$ cat config.mk
export PLATFORM = sky130hd
export DESIGN_NAME = seg_scan_ctrl
export DESIGN_NICKNAME = d
export VERILOG_FILES = /design/src/rtl/seg_scan_ctrl.sv
export SDC_FILE = /design/constraint.sdc
export NUM_CORES = 1
export LEC_CHECK = 0
export CORE_MARGIN = 2
export CORE_UTILIZATION = 46
export DETAILED_ROUTE_END_ITERATION = 10
export PLACE_DENSITY = 0.72
export RECOVER_POWER = 100
export SYNTH_ARGS = -nofsm -noshare
export SYNTH_HDL_FRONTEND = slang
export SYNTH_SLANG_ARGS = --single-unit
$ cat constraint.sdc
create_clock -name clk -period 2.35 [get_ports clk]
set_input_delay 0.235 -clock clk [delete_from_list [all_inputs] [get_ports clk]]
set_output_delay 0.235 -clock clk [all_outputs]
set_load 0.005 [all_outputs]
$ cat src/rtl/seg_scan_ctrl.sv
// Multiplexed 7-segment scan controller: gap/on slot timing per digit,
// frame-synchronous shadow capture of the digit data, registered active-low drives.
module seg_scan_ctrl #(
  parameter int NUM_DIGITS   = 4,
  parameter int DWELL_CYCLES = 1,
  parameter int GAP_CYCLES   = 3
) (
  input  logic                    clk,
  input  logic                    reset,
  input  logic                    enable,
  input  logic [4*NUM_DIGITS-1:0] digits_in,
  input  logic [NUM_DIGITS-1:0]   dp_in,
  input  logic [NUM_DIGITS-1:0]   blank_in,
  output logic [NUM_DIGITS-1:0]   an,
  output logic [6:0]              seg,
  output logic                    dp,
  output logic                    frame_done
);

  localparam int MAX_CYC = (GAP_CYCLES > DWELL_CYCLES) ? GAP_CYCLES : DWELL_CYCLES;
  localparam int CW      = (MAX_CYC > 1) ? $clog2(MAX_CYC) : 1;
  localparam int IW      = (NUM_DIGITS > 1) ? $clog2(NUM_DIGITS) : 1;

  localparam logic [CW-1:0] GAP_LAST   = CW'(GAP_CYCLES - 1);
  localparam logic [CW-1:0] DWELL_LAST = CW'(DWELL_CYCLES - 1);
  localparam logic [IW-1:0] IDX_TOP    = IW'(NUM_DIGITS - 1);

  typedef enum logic {PH_GAP, PH_ON} phase_e;

  phase_e                  phase_q, phase_d;
  logic [CW-1:0]           cnt_q, cnt_d;
  logic [IW-1:0]           idx_q, idx_d;
  logic [4*NUM_DIGITS-1:0] dig_q;
  logic [NUM_DIGITS-1:0]   dpm_q;
  logic [NUM_DIGITS-1:0]   blk_q;
  logic [NUM_DIGITS-1:0]   an_q;
  logic [6:0]              seg_q;
  logic                    dp_q;
  logic                    fd_q;

  logic [3:0] cur_dig;
  logic       cur_dp;
  logic       cur_blk;
  logic       gap0;
  logic       cap;

  function automatic logic [6:0] seg7(input logic [3:0] v);
    case (v)
      4'h0: seg7 = 7'h40;
      4'h1: seg7 = 7'h79;
      4'h2: seg7 = 7'h24;
      4'h3: seg7 = 7'h30;
      4'h4: seg7 = 7'h19;
      4'h5: seg7 = 7'h12;
      4'h6: seg7 = 7'h02;
      4'h7: seg7 = 7'h78;
      4'h8: seg7 = 7'h00;
      4'h9: seg7 = 7'h10;
      4'hA: seg7 = 7'h08;
      4'hB: seg7 = 7'h03;
      4'hC: seg7 = 7'h46;
      4'hD: seg7 = 7'h21;
      4'hE: seg7 = 7'h06;
      default: seg7 = 7'h0E;
    endcase
  endfunction

  // The state registers name the slot position that the next enabled edge emits.
  always_comb begin
    phase_d = phase_q;
    cnt_d   = cnt_q;
    idx_d   = idx_q;
    cur_dig = dig_q[{idx_q, 2'b00} +: 4];
    cur_dp  = dpm_q[idx_q];
    cur_blk = blk_q[idx_q];
    gap0    = (phase_q == PH_GAP) && (cnt_q == '0);
    cap     = gap0 && (idx_q == IDX_TOP);
    if (phase_q == PH_GAP) begin
      if (cnt_q == GAP_LAST) begin
        phase_d = PH_ON;
        cnt_d   = '0;
      end else begin
        cnt_d = cnt_q + CW'(1);
      end
    end else begin
      if (cnt_q == DWELL_LAST) begin
        phase_d = PH_GAP;
        cnt_d   = '0;
        idx_d   = (idx_q == '0) ? IDX_TOP : idx_q - IW'(1);
      end else begin
        cnt_d = cnt_q + CW'(1);
      end
    end
  end

  always_ff @(posedge clk or posedge reset) begin
    if (reset) begin
      phase_q <= PH_GAP;
      cnt_q   <= '0;
      idx_q   <= IDX_TOP;
      dig_q   <= '0;
      dpm_q   <= '0;
      blk_q   <= '0;
      an_q    <= '1;
      seg_q   <= 7'h7F;
      dp_q    <= 1'b1;
      fd_q    <= 1'b0;
    end else if (!enable) begin
      an_q <= '1;
      fd_q <= 1'b0;
    end else begin
      phase_q <= phase_d;
      cnt_q   <= cnt_d;
      idx_q   <= idx_d;
      if (cap) begin
        dig_q <= digits_in;
        dpm_q <= dp_in;
        blk_q <= blank_in;
      end
      an_q <= '1;
      fd_q <= 1'b0;
      // Gap cycle 0 keeps the previous pattern so segments never change under a lit anode.
      if (!gap0) begin
        seg_q <= seg7(cur_dig);
        dp_q  <= ~cur_dp;
      end
      if (phase_q == PH_ON) begin
        if (!cur_blk) an_q <= ~(NUM_DIGITS'(1) << idx_q);
        fd_q <= (cnt_q == DWELL_LAST) && (idx_q == '0);
      end
    end
  end

  assign an         = an_q;
  assign seg        = seg_q;
  assign dp         = dp_q;
  assign frame_done = fd_q;

endmodule

# Yosys cells after proc, flatten, opt, wreduce, memory -nomap -nowiden
# Memory sizes are Yosys's and may differ from the RTL's. A register that Yosys moved wholly into a read port is not among the register bits.
# Cells that the tools add are included.
totals:
  n_memories: 1
  regBits: 35
  out_inout_bits: 13
  rom_bits: 112
classes:
  reduce_logical: 8
  magnitude_cmp: 1
  n_eq_ne: 2
  add_sub_neg: 2
  bitwise: 4
  n_mux: 16
  shift: 2
mem_list:
  columns: ["name", "words", "word_bits", "read_ports", "rd_ports_with_merged_regs", "wr", "line_no", "text"]
  rows:
  - ["(name not given)", 16, 7, 1, 1, 0, "48", "case (v)"]
op_table:
  columns: ["cell", "n"]
  rows:
  - ["16-bit by 5-bit variable part select with 4-bit output", 1]
  - ["4-bit 2-to-1 mux", 3]
  - ["2-bit 2-to-1 mux", 4]
  - ["1-bit 2-to-1 mux", 7]
  - ["1-bit binary-select mux with 2-bit select", 2]
  - ["2-bit equality test, second input constant", 2]
  - ["2-bit zero test", 2]
  - ["4-bit NOT", 1]
  - ["2-bit AND reduction", 2]
  - ["1-bit by 2-bit << shifter with 4-bit output, first input constant", 1]
  - ["1-bit logical AND", 3]
  - ["2-bit by 3-bit < comparator with 1-bit output, second input constant", 1]
  - ["1-bit NOT", 3]
  - ["3-bit AND reduction", 1]
  - ["2-bit by 1-bit adder with 2-bit output, second input constant", 1]
  - ["2-bit by 1-bit subtractor with 2-bit output, second input constant", 1]

# Longest topological paths before layout
# Gate-level depths: netlist of the first run.
depth:
  depth_word: 5
  mapped_depth: 8
  depth_no_buf: 7

# Least setup slack after synthesis of the first run
# Ideal clock, no wire load.
synth_path:
  path_type: "flip-flop to flip-flop"
  start: "reg idx_q[0]"
  end: "reg seg_q[3], in the netlist seg[3]"
  n_path_buf: 1
  path_stages_with_launch: 8
  synth_period_minus_slack_ps: 2176
  t_required_ps: 2256
  t_arrival_ps: 2082
  path_slack_ps: 174
  path_cell_list: "dfstp_2 buf_6 mux4_1 inv_1 ha_1 mux2i_1 nor3b_1 a311oi_1"
synth_between:
  elab_chain_len: 1
synth_rtl:
  columns: ["element", "line_no", "text"]
  rows:
  - ["from (decl)", "32", "logic [IW-1:0] idx_q, idx_d;"]
  - ["from (signal assigned)", "114", "idx_q <= idx_d;"]
  - ["16-bit by 5-bit variable part select with 4-bit output", "73", "cur_dig = dig_q[{idx_q, 2'b00} +: 4];"]
  - ["to (decl)", "37", "logic [6:0] seg_q;"]
# No other way between the ends.
# A chain may end at the register's enable or synchronous reset.

# Worst setup path after layout of the first run
# Same ends and word-level chain as after synthesis.

==> impl_metrics.env, run 1 <==
export IMPL_grt_pass1_wl_um=6617
export IMPL_drive_gt1_share_pct=27.94
export IMPL_crit_required_ps=2550
export IMPL_worstSetupStartpointType="flop"
export IMPL_power_density_nw_per_um2=1216
export IMPL_postCtsSetupRepairBufs=0
export IMPL_ir_worst_vdd_mv=0.5611
export IMPL_min_from="blk_q[0]"
export IMPL_maxSlewHeadroom_pct=33.16
export IMPL_setup_tns_ps=0
export IMPL_fmax_ghz=0.4516
export IMPL_setup_viol=0
export IMPL_die_y_um=71.78
export IMPL_dp_cells=248
export IMPL_seqCellArea_um2=1069
export IMPL_rows=24
export IMPL_finalWirelength_um=3926
export IMPL_cts_root_buf="clkbuf_8"
export IMPL_timing_rr_start="idx_q[0]"
export IMPL_io_pins=40
export IMPL_dieArea_um2=5152
export IMPL_syn_area_um2=2113
export IMPL_antenna_found_initial=0
export IMPL_worstPathArrival_ps=2410
export IMPL_diodes=0
export IMPL_leakagePower_nw=1.166
export IMPL_multiInputGateArea_um2=928.4
export IMPL_endpoint_kind="flop"
export IMPL_ys_seq_area_share_pct=50.56
export IMPL_timing_final_crit_share_pct=94.23
export IMPL_cp_startpoint="idx_q[0]"
export IMPL_portBuffers=39
export IMPL_htree_levels=2
export IMPL_overflow=0
export IMPL_wl_per_cell_um=15.34
export IMPL_ys_ff_latch=42
export IMPL_critical_path_class="reg2reg"
export IMPL_rsz0062_at_grt="false"
export IMPL_clock_path_buffers=2
export IMPL_synth_largest_area_cell="dfrtp_1"
export IMPL_drv_cap=0
export IMPL_cts_tree="built"
export IMPL_synth_fp_nets=202
export IMPL_vias=1378
export IMPL_clkTransAtPathRegs_ps=90
export IMPL_hpwl_um=2892
export IMPL_postPlaceCellArea_um2=2532
export IMPL_skew_ps=10.56
export IMPL_grt_max_degree=43
export IMPL_layout_common_cells="dfrtp_1 (28), mux2_2 (25), clkdlybuf4s50_1 (25), ha_1 (14), dlygate4sd3_1 (14)"
export IMPL_area_growth_synth_to_final_pct=24.39
export IMPL_clock_sinks=42
export IMPL_drt_pass1_iterations=5
export IMPL_synth_avg_cell_area_um2=13.13
export IMPL_num_nets_final=244
export IMPL_design_area_um2=2629
export IMPL_final_min_clock_period_ps=2214
export IMPL_start_util_pct=48.20
export IMPL_tightest_slew_ps=1003
export IMPL_synth_area_leaders="dfrtp_1 (33%), dfstp_2 (17%), mux2_2 (13%)"
export IMPL_stdcell_count=256
export IMPL_outcome="finished, final reports clean"
export IMPL_hold_path_class="reg2reg"
export IMPL_worstSkewPairLatency_ps=300
export IMPL_drcViolationCount=0
export IMPL_crit_fanout=6
export IMPL_final_common_cell="dfrtp_1"
export IMPL_drtIter0Drc=46
export IMPL_synth_cell_types=35
export IMPL_die_w_um=71.78
export IMPL_fillCellCount=347
export IMPL_gr_usage_all_layers_pct=16.75
export IMPL_slew_violations=0
export IMPL_syn_inst=161
export IMPL_grt_pass1_vias=1468
export IMPL_cts_buffers=5
export IMPL_synth_top_area_share_pct=33.16
export IMPL_coreArea_um2=4384
export IMPL_finalHoldViolations=0
export IMPL_antenna_left=0
export IMPL_ys_warnings_count=0
export IMPL_viasPerCell=5.383
export IMPL_finalWeightedCongestion=0.7948
-- final cells by class --
| cell class | count | area share (%) |
|---|---|---|
| Clock buffer | 5 | 2.618 |
| Inverter | 10 | 1.428 |
| Timing Repair Buffer | 43 | 15.80 |
| Tap cell | 52 | 2.475 |
| Clock inverter | 3 | 1.713 |
| Sequential cell | 42 | 40.65 |
| Multi-Input combinational cell | 101 | 35.32 |
-- cell usage after synthesis (all sizes together) --
| cell | number |
|---|---|
| a21boi | 1 |
| mux4 | 6 |
| o211ai | 1 |
| mux2 | 26 |
| nor3 | 1 |
| or3 | 1 |
| o21a | 1 |
| and4 | 1 |
| nand2 | 8 |
| a31o | 1 |
| ha | 14 |
| nand3 | 2 |
| and3 | 1 |
| a22oi | 1 |
| o221ai | 1 |
| nor2 | 12 |
| nor3b | 1 |
| nand2b | 2 |
| a31oi | 2 |
| o21ai | 1 |
| clkbuf | 2 |
| mux2i | 5 |
| o22ai | 1 |
| inv | 10 |
| dfrtp | 28 |
| nand4 | 1 |
| a211oi | 1 |
| dfstp | 14 |
| buf | 6 |
| a21oi | 8 |
| a311oi | 1 |
-- final timing paths --
check | end | slack (ps) | cells past startpoint
worst max-delay path | seg[3] | 140 | 6
worst min-delay path | blk_q[0] | 500 | 1
worst max register to register | seg[3] | 140 | 6
worst min register to register | blk_q[0] | 500 | 1
max in group asynchronous | dpm_q[1] | 1050 | 3
min in group asynchronous | frame_done | 690 | 3
-- what timing repair did --
item | 4_1_cts | 5_1_grt
hold buffers | 0 | 0
gates cloned | 0 | 0
setup endpoints to repair | 1 | 1
resized for setup | 1 | 2
endpoints found under the hold margin | 0 | 0
-- registers in the layout, summed over array words and instances (netlist names), named ones only --
name        flops
cnt_q           2
frame_done      1
an              4
dpm_q           4
dp              1
dig_q          16
idx_q           2
seg             7
blk_q           4
-- power breakdown --
group,internal (mW),switching (mW),leakage (nW)
logic,0.733,0.635,0.605
registers,1.07,0.187,0.511
clock network,0.316,0.254,0.0504
total,2.12,1.08,1.17
-- cell families after synthesis --
kind of cell	share of synthesized area, %
flip-flops	50.56
buffers and inverters	4.914
AO/OA/AOI/OAI	6.277
multiplexers	23.33
adder cells (fa/ha/maj)	8.289
AND/OR/NAND/NOR	6.631
-- through the flow --
step	setup WS [ps]	hold WS (ps)	utilization, %	power [mW]
after floorplan	173.7	385.6	-	2.285
after global placement	208.2	480.5	57.76	2.573
after detailed placement	63.65	491.4	57.76	2.669
after CTS	6.272	380.2	60.27	3.264
after global routing	27.10	531.8	59.96	3.429
final	135.6	501.7	59.96	3.195
-- routing by layer --
metal	global-route usage [%]	vias to the layer above	wire [um]	part of all wire [%]
met5	0	-	0	0
met4	5.451	0	41	1.0
met3	4.782	6	171	4.4
met2	28.81	35	2108	54
met1	20.30	685	1603	41
li1	-	652	-	-
-- critical path, cell delays in order, from the launching register on --
cell	delay [ps]
dfstp_2	600
mux4_2	590
inv_1	150
ha_1	270
mux2i_1	150
nor3b_1	80
a311oi_1	270
Power figures use the tool's default switching activity.
==> run 2, diff against run 1 <==
--- a/config.mk
+++ b/config.mk
@@ -6,10 +6,10 @@
 export NUM_CORES = 1
 export LEC_CHECK = 0
 export CORE_MARGIN = 2
-export CORE_UTILIZATION = 46
+export CORE_UTILIZATION = 55
 export DETAILED_ROUTE_END_ITERATION = 10
-export PLACE_DENSITY = 0.72
-export RECOVER_POWER = 100
+export PLACE_DENSITY = 0.81
+export RECOVER_POWER = 25
 export SYNTH_ARGS = -nofsm -noshare
 export SYNTH_HDL_FRONTEND = slang
 export SYNTH_SLANG_ARGS = --single-unit
==> constraint.sdc (replaced) <==
create_clock -name clk -period 2.8 [get_ports clk]
set_input_delay 0.28 -clock clk [delete_from_list [all_inputs] [get_ports clk]]
set_output_delay 0.28 -clock clk [all_outputs]
set_load 0.005 [all_outputs]
==> run 2 against run 1 <==
Die area down 15%. Hold slack got worse by 1.2 ps. Critical path type unchanged. Wire length shrank 7.5%. Highest routed layer unchanged.
==> impl_metrics.env, run 2 (same netlist as run 1, synthesis figures left out) <==
export IMPL_endpoint_kind="flop"
export IMPL_crit_fanout=9
export IMPL_leakagePower_nw=1.177
export IMPL_portBuffers=39
export IMPL_viasPerCell=5.247
export IMPL_clkPwrFrac_pct=15.1
export IMPL_grt_max_degree=43
export IMPL_cp_num_buf_inv=1
export IMPL_p_sw_uw=871.7
export IMPL_cts_root_buf="clkbuf_8"
export IMPL_die_y_um=65.99
export IMPL_multiInputGateArea_um2=940.9
export IMPL_worstSkewPairLatency_ps=290
export IMPL_coreArea_um2=3689
export IMPL_clkTransAtPathRegs_ps=80
export IMPL_layout_common_cells="clkdlybuf4s50_1 (38), dfrtp_1 (28), mux2_2 (25), ha_1 (14), dfstp_2 (14)"
export IMPL_drv_cap=0
export IMPL_intPower_mw=1.727
export IMPL_finalWeightedCongestion=0.7643
export IMPL_ctsHoldBuffers=0
export IMPL_postCtsSetupRepairBufs=0
export IMPL_drcViolationCount=0
export IMPL_area_growth_synth_to_final_pct=23.45
export IMPL_io_pins=40
export IMPL_cts_buffers=5
export IMPL_drt_pass1_iterations=4
export IMPL_antenna_left=0
export IMPL_cp_startpoint="idx_q[0]"
export IMPL_timing_final_crit_share_pct=87.35
export IMPL_finalWirelength_um=3630
export IMPL_clock_path_buffers=2
export IMPL_holdWs_ps=500.5
export IMPL_crit_required_ps=2990
export IMPL_comb_power_share_pct=43.8
export IMPL_rsz0062_at_grt="false"
export IMPL_grt_pass1_vias=1411
export IMPL_finalHoldViolations=0
export IMPL_ir_worst_vdd_mv=0.4582
export IMPL_p_sw_share_pct=33.54
export IMPL_htree_levels=2
export IMPL_final_common_cell="clkdlybuf4s50_1"
export IMPL_power_density_nw_per_um2=996.2
export IMPL_cts_resized=0
export IMPL_rows=22
export IMPL_crit_chain="mux4_1 > inv_1 > ha_1 > mux2i_1 > nor3b_1 > a311oi_1"
export IMPL_tightest_slew_ps=1006
export IMPL_hold_path_class="reg2reg"
export IMPL_largest_reg_flops=16
export IMPL_seq_power_share_pct=41.1
export IMPL_worstSetupStartpointType="flop"
export IMPL_worstPathArrival_ps=2640
export IMPL_start_util_pct=57.29
export IMPL_max_stage_delay_ps=700
export IMPL_maxSlewHeadroom_pct=32.92
export IMPL_largest_register="dig_q"
export IMPL_gr_usage_all_layers_pct=19.39
export IMPL_hpwl_um=2708
export IMPL_crit_slowest_cell="mux4_1"
export IMPL_critical_path_class="reg2reg"
export IMPL_drtIter0Drc=45
export IMPL_diodes=0
export IMPL_grt_pass1_wl_um=6306
export IMPL_outcome="finished, final reports clean"
export IMPL_overflow=0
export IMPL_min_from="blk_q[1]"
export IMPL_drive_gt1_share_pct=26.60
export IMPL_antenna_found_initial=0
export IMPL_vias=1317
export IMPL_final_min_clock_period_ps=2446
export IMPL_setup_tns_ps=0
export IMPL_clock_sinks=42
export IMPL_fmax_ghz=0.4089
export IMPL_fillCellCount=254
export IMPL_num_nets_final=243
export IMPL_dieArea_um2=4354
export IMPL_crit_family="multiplexers"
export IMPL_skew_ps=8.071
export IMPL_timing_rr_start="idx_q[0]"
export IMPL_setup_viol=0
export IMPL_wl_per_cell_um=14.46
export IMPL_rrSetupSlack_ps=350
export IMPL_slew_violations=0
export IMPL_die_w_um=65.99
export IMPL_cts_tree="built"
export IMPL_seqCellArea_um2=1069
[run 2: cell count changes in the layout (fill, tap and decap cells not counted), moves of 2 or more]
| cell | previous run | this run |
|---|---|---|
| dlygate4sd3_1 | 14 | 1 |
| clkdlybuf4s50_1 | 25 | 38 |
| mux4_1 | 2 | 4 |
| clkinvlp_4 | 2 | 0 |
| mux4_2 | 4 | 2 |
[run 2: worst register-to-register path, cell delays in order, from the launching register on]
cell and delay, ps:
dfstp_2 670, mux4_1 700, inv_1 180, ha_1 260, mux2i_1 210, nor3b_1 80, a311oi_1 250
[run 2: per-layer routing]
layer,up-vias,track usage (%),routed length [um]
met5,-,0,0
met4,0,8.418,99
met3,11,4.259,170
met2,39,32.58,1747
met1,620,24.09,1612
li1,647,-,-
[run 2: power by group through the flow]
stage          Clock (mW)  Combinational, mW  Sequential [mW]
2_1_floorplan           0              0.905             1.01
3_3_place_gp            0               1.06             1.07
3_5_place_dp            0               1.14             1.09
4_1_cts             0.402               1.14             1.07
5_1_grt             0.438               1.27             1.10
6_report            0.393               1.14             1.07
[run 2: metrics by stage]
step | util (%) | setup slack [ps] | instance area [um2] | cells | power, mW
after CTS | 70.79 | 382.5 | 2611 | 251 | 2.618
after global placement | 68.32 | 545.0 | 2520 | 243 | 2.130
after detailed placement | 68.32 | 409.6 | 2520 | 243 | 2.222
after floorplan | - | 623.7 | 2113 | 161 | 1.918
final | 70.73 | 354.2 | 2609 | 251 | 2.599
after global routing | 70.73 | 230.6 | 2609 | 251 | 2.814
[run 2: cell type report]
class                           count  share of cell area (%)
Clock buffer                        7                   3.309
Clock inverter                      1                  0.1918
Inverter                           10                   1.439
Multi-Input combinational cell    101                   36.07
Sequential cell                    42                   40.96
Tap cell                           48                   2.302
Timing Repair Buffer               42                   15.73
[run 2: path summary, 6_finish.rpt]
check                                                  end  depth (start not counted)
worst max-delay path                                seg[3]                          6
worst min-delay path                              blk_q[1]                          1
worst max register to register                      seg[3]                          6
worst min register to register                    blk_q[1]                          1
max in group asynchronous                        dig_q[13]                          3
min in group asynchronous       asynchronous set/reset pin                          3
==> RTL edit 1, RTL diff (flow settings as in run 1) <==
Set the parameter `NUM_DIGITS` to 2 (it was 4).
--- a/src/rtl/seg_scan_ctrl.sv
+++ b/src/rtl/seg_scan_ctrl.sv
@@ -2,5 +2,5 @@
 // frame-synchronous shadow capture of the digit data, registered active-low drives.
 module seg_scan_ctrl #(
-  parameter int NUM_DIGITS   = 4,
+  parameter int NUM_DIGITS   = 2,
   parameter int DWELL_CYCLES = 1,
   parameter int GAP_CYCLES   = 3
Interface: changed (resized an, blank_in, digits_in and dp_in); port bits go from 40 to 26. No check against the original RTL was run, so the function may have changed too.
==> RTL edit 1 against run 1 <==
- synthesized cell count decreased by 15%
- setup slack improved by 230 ps
- power fell by 27%
- synthesized area shrank 29%
- worst hold slack worse by 21 ps
- cell area is 31% lower
- sequential cell count down 15
- die area is 27% lower
- utilization down 0.73 points
- routed wire length shrank 33%
- non-clock buffer count decreased by 13
==> RTL edit 1: results <==
[detailed_routing]
drtPass1Iterations = 4
vias = 1065
drt_iter0_drc = 24
wl_per_cell_um = 12.7

[sta]
holdWs_ps = 481
fin_skew_ps = 2.04
worst_slew_pin_slew_ps = 1390
maxSlewViolCount = 0
fmax_mhz = 503

[critical_path]
path_max_fanout = 8
r2r_slack_ps = 360
critical_path_class = reg2reg
max_stage_delay_ps = 650
timing.rr.start = idx_q$_DFFE_PP1P_
crit_path_end = seg[4]$_DFFE_PP1P_
r2r_cells = 6
worst_ep_arrival_time_ps = 2250

[place]
dpl-instance-area_um2 = 1800
dp_hpwl_um = 2010
post-place-ws_ps = 386
portBuffers = 25
placed_cells = 203
place_congestion = 0.891

[cts]
path_clk_slew_ps = 140
cts_made_buffers = 3
root_buffer = clkbuf_4
htreeDepth = 1

[global_route]
globalRouteTotalUtil_pct = 16.3
grt_pass1_wl_um = 4530
grt_start_max_net_pins = 28
grt_pass1_vias = 1015

[yosys]
avgSynthCellArea_um2 = 11.0
synth_area_leaders = dfrtp_1, dfstp_2, mux2_2
synth.net_count = 162
ys_seq_area_share_pct = 45.7
synth_commonest_cells = dfrtp_1, mux2_2, dfstp_2

[final_layout]
drive_gt1_share_pct = 19.0
num_antenna_cells = 0
nFillCells = 284
stdcell_count = 207
final_nets = 189

[min_path]
hp-start = seg[3]$_DFFE_PP1P_
hold-path-cell-count = 2
hold_path_end = seg[3]$_DFFE_PP1P_

[power]
ir_drop_v = 0.000632
leakage_nw = 0.799

[run_status]
status = finished clean
## RTL edit 1: cell type report
class,instances,area [um2],share of cell area [%]
clock buffer,4,26.3,1.44
inverter,10,37.5,2.06
multi-input combinational,92,734,40.3
sequential,27,689,37.8
tap,44,55.1,3.02
timing repair buffer,30,280,15.4
## RTL edit 1: layer usage
metal | up-vias | part of all wire (%) | GRT usage, % | wire, um
met3 | 2 | 2.9 | 1.26 | 76
met2 | 20 | 48 | 26.1 | 1270
met5 | - | 0 | 0 | 0
met1 | 510 | 48 | 22.7 | 1260
li1 | 533 | - | - | -
met4 | 0 | 1.3 | 7.45 | 34
## RTL edit 1: cells by family after synthesis
kind of cell	after synthesis	share of synthesized area [%]
compound gates	30	12.9
buf+inv	18	5.64
simple gates	26	9.04
mux	23	16.7
xor+xnor	3	1.74
flops	27	45.7
fa+ha+maj	10	8.29
## RTL edit 1: power breakdown
part           internal [mW]  switching, mW  total (mW)
Clock                 0.0663          0.128       0.194
Sequential             0.718          0.207       0.925
Combinational          0.643          0.561        1.20
==> RTL edit 2, RTL diff (config.mk and constraints of run 1) <==
Without the edit above. Register the inputs `enable`, `digits_in`, `dp_in` and `blank_in` before use. The logic sees them one clock later.
--- a/src/rtl/seg_scan_ctrl.sv
+++ b/src/rtl/seg_scan_ctrl.sv
@@ -27,4 +27,16 @@
 
   typedef enum logic {PH_GAP, PH_ON} phase_e;
+
+  logic enable_q;
+  logic [4*NUM_DIGITS-1:0] digits_q;
+  logic [NUM_DIGITS-1:0] dp_r;
+  logic [NUM_DIGITS-1:0] blank_q;
+
+  always_ff @(posedge clk) begin
+    enable_q <= enable;
+    digits_q <= digits_in;
+    dp_r     <= dp_in;
+    blank_q  <= blank_in;
+  end
 
   phase_e                  phase_q, phase_d;
@@ -106,5 +118,5 @@
       dp_q    <= 1'b1;
       fd_q    <= 1'b0;
-    end else if (!enable) begin
+    end else if (!enable_q) begin
       an_q <= '1;
       fd_q <= 1'b0;
@@ -114,7 +126,7 @@
       idx_q   <= idx_d;
       if (cap) begin
-        dig_q <= digits_in;
-        dpm_q <= dp_in;
-        blk_q <= blank_in;
+        dig_q <= digits_q;
+        dpm_q <= dp_r;
+        blk_q <= blank_q;
       end
       an_q <= '1;
Behaviour: not the same (Yosys sat finds a counterexample within 4 cycles, from zero or initial values and one cycle with reset high).
==> RTL edit 2 against run 1 <==
- setup slack better by 23 ps
- sequential power is 31% higher
- synthesized area is 24% higher
- die area is 22% higher
- sequential cell count is 25 higher
- cell area is 24% higher
- utilization is 0.91 points lower
- power is 21% higher
- routed wire length is 2.5% higher
- worst hold slack worse by 65 ps
==> RTL edit 2: results <==
[run_status]
status = finished clean

[cts]
clock_latency_ps = 340
path_clk_slew_ps = 70
cts_made_buffers = 9
htreeDepth = 3

[yosys]
ys_seq_area_share_pct = 60.0
avgSynthCellArea_um2 = 14.1
synth_area_leaders = dfrtp_1, dfxtp_1, dfstp_2
synth_commonest_cells = dfrtp_1, dfxtp_1, mux2_2
ys_types = 36
synth.net_count = 227
ys_async_sr_fraction_pct = 62.7
synth_ff_type = dfrtp_1

[detailed_routing]
wl_met3_um = 191
wirelength_um = 4030
wl_per_cell_um = 13.0
met1_length_um = 1920
wl_met2_um = 1820
vias = 1489
drt_iter0_drc = 51
drtPass1Iterations = 4

[global_route]
grt_pass1_vias = 1441
globalRouteTotalUtil_pct = 14.8
grt_pass1_wl_um = 6860
use_met3_pct = 5.09
grtUsageMet1_pct = 18.9
gr-usage-met2_pct = 21.6

[place]
placed_cells = 294
post-place-ws_ps = 82.5
dpl-instance-area_um2 = 3070
dp_hpwl_um = 2760
place_congestion = 0.805

[min_path]
hold_path_end = digits_q[12]$_DFF_P_
hp-start = digits_in[12]
hold_path_class = in2reg

[critical_path]
path_max_fanout = 5
r2r_cells = 7
max_stage_delay_ps = 590
worst_ep_arrival_time_ps = 2440

[sta]
worst_slack_ps = 158
worst_slew_pin_slew_ps = 1010
fin_skew_ps = 8.22

[final_layout]
drive_gt1_share_pct = 27.3
final_nets = 274

[power]
ir_drop_v = 0.000486
leakage_nw = 1.43
## RTL edit 2: changes by cell type after synthesis
cell / run 1 / this run
dfxtp_1: 0 / 25
## RTL edit 2: cell type report
cell class | count | area, um2 | share of cell area [%]
Sequential cell | 67 | 1570 | 48.2
Multi-Input combinational cell | 101 | 928 | 28.5
Timing Repair Buffer | 44 | 423 | 13.0
Clock buffer | 11 | 141 | 4.35
Tap cell | 72 | 90.1 | 2.77
Clock inverter | 5 | 62.6 | 1.92
Inverter | 10 | 37.5 | 1.15
## RTL edit 2: report_power, final
group	switching [mW]	internal, mW
registers	0.161	1.49
logic	0.580	0.670
clock network	0.432	0.522
total	1.17	2.68
## RTL edit 2: worst reg2reg max path, delay by kind of cell, from the launching register on
family                   cells  cell delay, ps
multiplexers                 2             710
flip-flops                   1             590
AO/OA/AOI/OAI                1             270
buffers and inverters        2             240
adder cells (fa/ha/maj)      1             220
AND/OR/NAND/NOR              1              60
## RTL edit 2: logic make-up after synthesis
kind of cell	after synthesis	share of synthesized area, %
AOI/OAI and AO/OA	20	5.07
muxes	37	18.9
and+or+nand+nor	30	5.36
DFF	67	60.0
buffers and inverters	18	3.97
adders and majority gates	14	6.70
## RTL edit 2: what timing repair did
item,in CTS,in global routing
gates resized for setup,0,2
endpoints found under the hold margin,0,0
setup endpoints to repair,0,1
## RTL edit 2: metrics by stage
stage	total power, mW	hold slack (ps)	utilization, %
after CTS	3.94	314	59.4
after global routing	4.13	417	59.1
final	3.86	437	59.1
after floorplan	2.61	263	-
after global placement	2.92	445	55.7
after detailed placement	2.97	448	55.7
